### src/rtl/serial_tx_32_pkg.sv
// Shared definitions for the 32-bit parallel-to-serial transmitter:
// word/index widths, FSM state type and the index stepping helper.
package serial_tx_32_pkg;

    localparam int WORD_W = 32;
    localparam int IDX_W  = 5;

    typedef enum logic {
        IDLE  = 1'b0,
        SHIFT = 1'b1
    } state_t;

    // Bit order decides the walking direction; wraparound is never reached
    // because the last index always ends or reloads the word.
    function automatic logic [IDX_W-1:0] idx_step(input logic [IDX_W-1:0] idx,
                                                  input logic             msb_first);
        return msb_first ? (idx - 5'd1) : (idx + 5'd1);
    endfunction

endpackage

### src/rtl/mux_32x1.sv
// Plain 32:1 bit selector used to pick the current serial bit out of the held word.
module mux_32x1 (
    input  logic [31:0] a,
    input  logic [4:0]  sel,
    output logic        y
);

    assign y = a[sel];

endmodule

### src/rtl/serial_tx_32.sv
// Serializes 32-bit words onto a valid/ready bit stream, LSB- or MSB-first,
// with zero-bubble back-to-back words, synchronous flush and async reset.
module serial_tx_32
    import serial_tx_32_pkg::*;
#(
    parameter bit   MSB_FIRST  = 1'b0,
    parameter logic IDLE_LEVEL = 1'b0
) (
    input  logic        clk,
    input  logic        rst,
    input  logic [31:0] in_data,
    input  logic        in_valid,
    output logic        in_ready,
    input  logic        flush,
    output logic        ser_bit,
    output logic        ser_valid,
    input  logic        ser_ready,
    output logic        ser_first,
    output logic        ser_last,
    output logic        busy
);

    localparam logic [IDX_W-1:0] START_IDX = MSB_FIRST ? 5'd31 : 5'd0;
    localparam logic [IDX_W-1:0] END_IDX   = MSB_FIRST ? 5'd0  : 5'd31;

    state_t              state_q, state_d;
    logic [IDX_W-1:0]    idx_q, idx_d;
    logic [WORD_W-1:0]   data_q, data_d;
    logic                mux_bit;
    logic                beat;
    logic                accept_ok;
    logic                capture;

    mux_32x1 u_mux (
        .a   (data_q),
        .sel (idx_q),
        .y   (mux_bit)
    );

    always_ff @(posedge clk or posedge rst) begin
        if (rst) begin
            state_q <= IDLE;
            idx_q   <= START_IDX;
            data_q  <= '0;
        end else begin
            state_q <= state_d;
            idx_q   <= idx_d;
            data_q  <= data_d;
        end
    end

    // accept_ok ignores rst on purpose: the flops are held in reset anyway,
    // and rst only has to mask the visible in_ready.
    always_comb begin
        state_d   = state_q;
        idx_d     = idx_q;
        data_d    = data_q;
        ser_valid = (state_q == SHIFT);
        busy      = (state_q == SHIFT);
        ser_first = ser_valid && (idx_q == START_IDX);
        ser_last  = ser_valid && (idx_q == END_IDX);
        ser_bit   = ser_valid ? mux_bit : IDLE_LEVEL;
        beat      = ser_valid && ser_ready;
        accept_ok = 1'b0;

        if (!flush) begin
            if (state_q == IDLE) begin
                accept_ok = 1'b1;
            end else begin
                accept_ok = ser_last && ser_ready;
            end
        end

        in_ready = accept_ok && !rst;
        capture  = in_valid && accept_ok;

        // Flush outranks everything; a capture in SHIFT is always also the
        // final beat, so it simply reloads instead of advancing.
        if (flush) begin
            state_d = IDLE;
            idx_d   = START_IDX;
            data_d  = '0;
        end else if (capture) begin
            state_d = SHIFT;
            idx_d   = START_IDX;
            data_d  = in_data;
        end else if (beat) begin
            if (ser_last) begin
                state_d = IDLE;
                idx_d   = START_IDX;
            end else begin
                idx_d = idx_step(idx_q, MSB_FIRST);
            end
        end
    end

endmodule

### config.mk
export PLATFORM = sky130hd
export DESIGN_NAME = serial_tx_32
export DESIGN_NICKNAME = d
export VERILOG_FILES = /design/src/rtl/serial_tx_32_pkg.sv /design/src/rtl/mux_32x1.sv /design/src/rtl/serial_tx_32.sv
export SDC_FILE = /design/constraint.sdc
export NUM_CORES = 1
export LEC_CHECK = 0
export CAP_MARGIN = 20
export CELL_PAD_IN_SITES_DETAIL_PLACEMENT = 1
export CELL_PAD_IN_SITES_GLOBAL_PLACEMENT = 1
export CORE_UTILIZATION = 40
export CTS_BUF_LIST = sky130_fd_sc_hd__clkbuf_8 sky130_fd_sc_hd__clkbuf_16
export CTS_CLUSTER_DIAMETER = 150
export DETAILED_ROUTE_END_ITERATION = 16
export GPL_ROUTABILITY_DRIVEN = 0
export MAX_ROUTING_LAYER = met4
export PLACE_DENSITY = 0.86
export SYNTH_ARGS = -nofsm -noshare
export SYNTH_HDL_FRONTEND = slang
export SYNTH_SLANG_ARGS = --single-unit
export TNS_END_PERCENT = 50
### constraint.sdc
create_clock -name clk -period 4 [get_ports clk]
set_input_delay 0.8 -clock clk [delete_from_list [all_inputs] [get_ports clk]]
set_output_delay 0.8 -clock clk [all_outputs]
set_load 0.01 [all_outputs]
# Word-level counts from Yosys, hierarchy flattened
# Index checks and enable logic that the tools add are counted.
# word_totals
output_inout_bits	6
elab_cells	33
inputBits	37
ff_bits	38
# op_classes
muxes	15
n_reduce_logical	12
n_eq_ne	1
order_cmp	1
addsub	1
# ops
operator	n
$mux 32	2
$mux 5	4
$mux 1	8
$logic_and 1x1->1	6
$lt 5x6->1 const B	1
$reduce_bool 3->1	2
$add 5x1->5 const B	1
$bmux 1 s5	1
$eq 5x5->1 const B	1
$logic_not 5->1	1
$reduce_and 2->1	1
$reduce_bool 2->1	1
$logic_not 1->1	1

# Longest topological paths before layout
# logic_depth
word_depth	8
ltp_mapped	10

# By module
# From an unflattened synthesis, not the netlist that was laid out.
# unflattened
hier_cells	229
hier_area_um2	2264.7
# by_module_without_submodules
module	seq_area_each_um2	cells_per_inst	area_per_inst_um2	n_inst
serial_tx_32	950.9	188	1939.4	1
mux_32x1	0.0	41	325.3	1

# Worst setup path after synthesis
# Ideal clock, no wire load.
# synth_path
path_type	register to output
from	register idx_q[2]
to	output in_ready
path_slack_ns	1.653
arrival_ns	1.547
required_ns	3.200
path_stages_with_launch	7
cell_sequence	dfrtp_1 clkbuf_1 buf_2 and3_1 ha_1 a21boi_0 nor3_1
# synth_via
elab_chain_cells	6
# synth_lines
item	line_no	source
start: declaration	serial_tx_32.sv:27	logic [IDX_W-1:0] idx_q, idx_d;
start signal: assignment	serial_tx_32.sv:47	idx_q <= idx_d;
$eq 5x5->1	serial_tx_32.sv:61	ser_last = ser_valid && (idx_q == END_IDX);
$logic_and 1x1->1	serial_tx_32.sv:61	
$logic_and 1x1->1	serial_tx_32.sv:70	accept_ok = ser_last && ser_ready;
$mux 1	serial_tx_32.sv:67	if (state_q == IDLE) begin
$mux 1	serial_tx_32.sv:66	if (!flush) begin
$logic_and 1x1->1	serial_tx_32.sv:74	in_ready = accept_ok && !rst;
end: declaration	serial_tx_32.sv:13	output logic in_ready,
# Every way passes these cells.

# Worst setup path after layout
# layout_path
from	register idx_q[1]
to	output in_ready
# Same word-level chain as after synthesis.

==> impl_metrics.csv <==
group,metric,value,unit
synthesis,synthDistinctLibCells,31,
status,status,"finished, violations left",
route,wl_per_cell,15.7,µm
clock_tree,cts_made_buffers,5,
power_and_ir_drop,ir_drop,0.168,mV
synthesis,synth_top_family_by_area,"simple AND/OR/NAND/NOR gates",
floorplanning,start_util,0.429,
setup_path,crit_path_max_incr_delay,750,ps
power_and_ir_drop,p_leak,1.02,nW
sta,setup_violations,0,
setup_path,worstPathCellList,"ha_1 -> and3_1 -> ha_1 -> a21boi_0 -> nor3_1 -> clkdlybuf4s50_1",
cells_and_area,nets,286,
synthesis,synth_compound_area_frac,0.129,
setup_path,cp_max_fo,14,
sta,fin_crit_sh,0.879,
synthesis,syn-mean-instance-area,9.15,µm²
route,ant_nets,0,
power_and_ir_drop,power_density,324,nW/µm²
route,drt-total-wl,4.71,mm
synthesis,muxShareOfSynthArea,0.103,
setup_path,crit_path_end_kind,"output port",
clock_tree,post_cts_buffers,0,
global_route,grt-ovfl-total,0,
cells_and_area,nFillCells,529,
sta,max_freq,284,MHz
setup_path,cp.arrival,2720,ps
setup_path,worstSetupStartpointType,"flip-flop",
power_and_ir_drop,total_power,0.796,mW
synthesis,ys_seq_elements,38,
sta,tightest_slew,642,ps
sta,timing.hold.ws,528,ps
setup_path,crit_path_frequent_cell,"ha_1",
global_route,antenna_found_initial,0,
synthesis,syn_area,1920,µm²
clock_tree,cts_buffer_depth,2,
synthesis,synth-adder-area-share,0.0195,
floorplanning,die_h,71.3,µm
route,route.detailed.drc,2,
setup_path,crit_buf_inv,1,
setup_path,cp.required,3200,ps
clock_tree,holdBufCountCts,0,
sta,tns,0,ps
clock_tree,cts.sinks,38,
clock_tree,clk_pin_slew,80,ps
sta,final.setup_skew,8.83,ps
min_path,hold_class,"reg2reg",
clock_tree,cts_max_level,2,
cells_and_area,areaGrowthSynthToFinish,27.9,%
floorplanning,ioPinCount,43,
synthesis,syn-num-nets,250,
cells_and_area,drive_above_1_share,0.0810,
setup_path,crit_slowest_cell,"dfrtp_1",
global_route,grt_max_degree,39,
floorplanning,die_area,5080,µm²
floorplanning,core_area,4470,µm²
synthesis,ys_warn_count,0,
route,firstDrtPassIters,10,
sta,slew_headroom,0.571,
global_route,grt_pass1_vias,1686,
clock_tree,worstSkewPairLatency,290,ps
setup_path,crit_type,"reg2out",
floorplanning,dieWidth,71.3,µm
global_route,grt_pass1_wl,8.09,mm
floorplanning,row_count,24,
placement,io_buffer_count,42,
sta,finalHoldViolCount,0,
cells_and_area,diodes,0,
sta,finalCriticalPeriod,3520,ps
route,num_vias,1582,
clock_tree,cts_tree,"done",
global_route,grt.total_usage,0.214,
synthesis,syn_inst,210,
route,via_per_inst,5.29,
flow_run,drv_cap,0,
setup_path,critical_path.top_delay_family,"flip-flops",
synthesis,synth_xor_area_frac,0,
status,violations,"design-rule violations",
clock_tree,root_buffer,"clkbuf_8",
route,drt_iter0_drc,119,
placement,dpl.hpwl,3.33,mm
clock_tree,ctsResizeCount,0,
sta,rsz0062_at_grt,"no",
synthesis,yosysSeqAreaShare,0.495,
sta,slew_violations,0,
synthesis,synthSimpleGateAreaFrac,0.206,
[cells in the final DEF, fill, tap and decap left out, types with 2 or more instances in the layout]
master           count
a21oi_1             18
dfrtp_1             38
nor3_1               4
o21ai_0             18
buf_4                2
ha_1                 3
a211oi_1             2
clkbuf_8             6
mux4_2               7
clkdlybuf4s50_1     42
nand2_1             72
and3_1               2
mux2i_1              4
inv_1                4
nand3_1              3
nor2_1               6
[where the power goes]
group	internal, mW	switching (mW)
Clock	0.137	0.135
Combinational	0.0591	0.0498
Sequential	0.402	0.0135
[sequential cells by signal (all words and copies together) (netlist names)]
name and flops:
busy 1, data_q 32, idx_q 5
[layer usage]
metal / GRT usage / up-vias / part of all wire
li1: - / 780 / -
met1: 0.284 / 762 / 0.46
met2: 0.333 / 33 / 0.49
met3: 0.0450 / 7 / 0.028
met4: 0.0622 / 0 / 0.014
met5: - / - / 0
[path summary, 6_finish.rpt]
path / endpoint / slack (ps) / start / cells after the start
worst min register to register: data_q[5] / 530 / data_q[5] / 2
min in group asynchronous: data_q[7] / 1000 / rst / 3
worst min-delay path: data_q[5] / 530 / data_q[5] / 2
worst max-delay path: in_ready / 480 / idx_q[1] / 6
worst max register to register: data_q[25] / 1170 / idx_q[1] / 8
max in group asynchronous: data_q[30] / 2660 / rst / 3
[Yosys cell counts]
library cell / instances / area [µm²]
inv_1: 3 / 11.3
and2b_2: 1 / 8.76
a2bb2oi_1: 1 / 8.76
ha_1: 3 / 37.5
a21boi_0: 1 / 7.51
nor3_1: 4 / 20.0
nor3b_1: 1 / 7.51
nand2_1: 72 / 270
a31o_1: 1 / 8.76
buf_6: 1 / 11.3
mux4_2: 7 / 158
clkbuf_1: 10 / 37.5
and4b_1: 1 / 10.0
o21ai_0: 18 / 90.1
nand4b_1: 1 / 8.76
inv_2: 1 / 3.75
a21oi_1: 18 / 90.1
o2111a_1: 1 / 11.3
nand3b_1: 1 / 7.51
nor2_1: 6 / 22.5
and3_1: 2 / 12.5
mux2i_1: 4 / 40.0
nand4_1: 1 / 6.26
a211oi_1: 2 / 15.0
nand3_1: 3 / 15.0
buf_4: 1 / 7.51
and2_1: 1 / 6.26
buf_2: 4 / 20.0
a31oi_1: 1 / 6.26
a21bo_2: 1 / 10.0
dfrtp_1: 38 / 951
[worst register-to-register path: cells and delay by family (launching register included)]
family	cells	cell delay (ps)
adders and majority gates	2	600
AOI/OAI and AO/OA	2	310
buffers and inverters	1	270
and+or+nand+nor	3	830
DFF	1	750
[stage by stage]
step	setup slack, ps	utilization	area, µm²	instances
finish	483	0.549	2460	299
global route	250	0.549	2460	299
detailed placement	780	0.529	2360	291
floorplan	1650	-	1920	210
CTS	453	0.549	2460	299
global placement	848	0.529	2360	291
[logic make-up (layout without fill, tap and decap cells)]
| kind of cell | after synthesis | count (layout) |
|---|---|---|
| AND/OR/NAND/NOR | 94 | 94 |
| AO/OA/AOI/OAI | 44 | 44 |
| flip-flops | 38 | 38 |
| buffers and inverters | 20 | 57 |
| multiplexers | 11 | 11 |
| adder cells (fa/ha/maj) | 3 | 3 |
[final cells by class]
cell class | instances | area, µm² | area share
Clock buffer | 6 | 82.6 | 0.0336
Inverter | 4 | 15.0 | 0.00611
Sequential cell | 38 | 951 | 0.387
Tap cell | 52 | 65.1 | 0.0265
Timing Repair Buffer | 45 | 455 | 0.185
Multi-Input combinational cell | 152 | 878 | 0.358
Clock inverter | 2 | 8.76 | 0.00357
(Power assumes the default switching activity.)
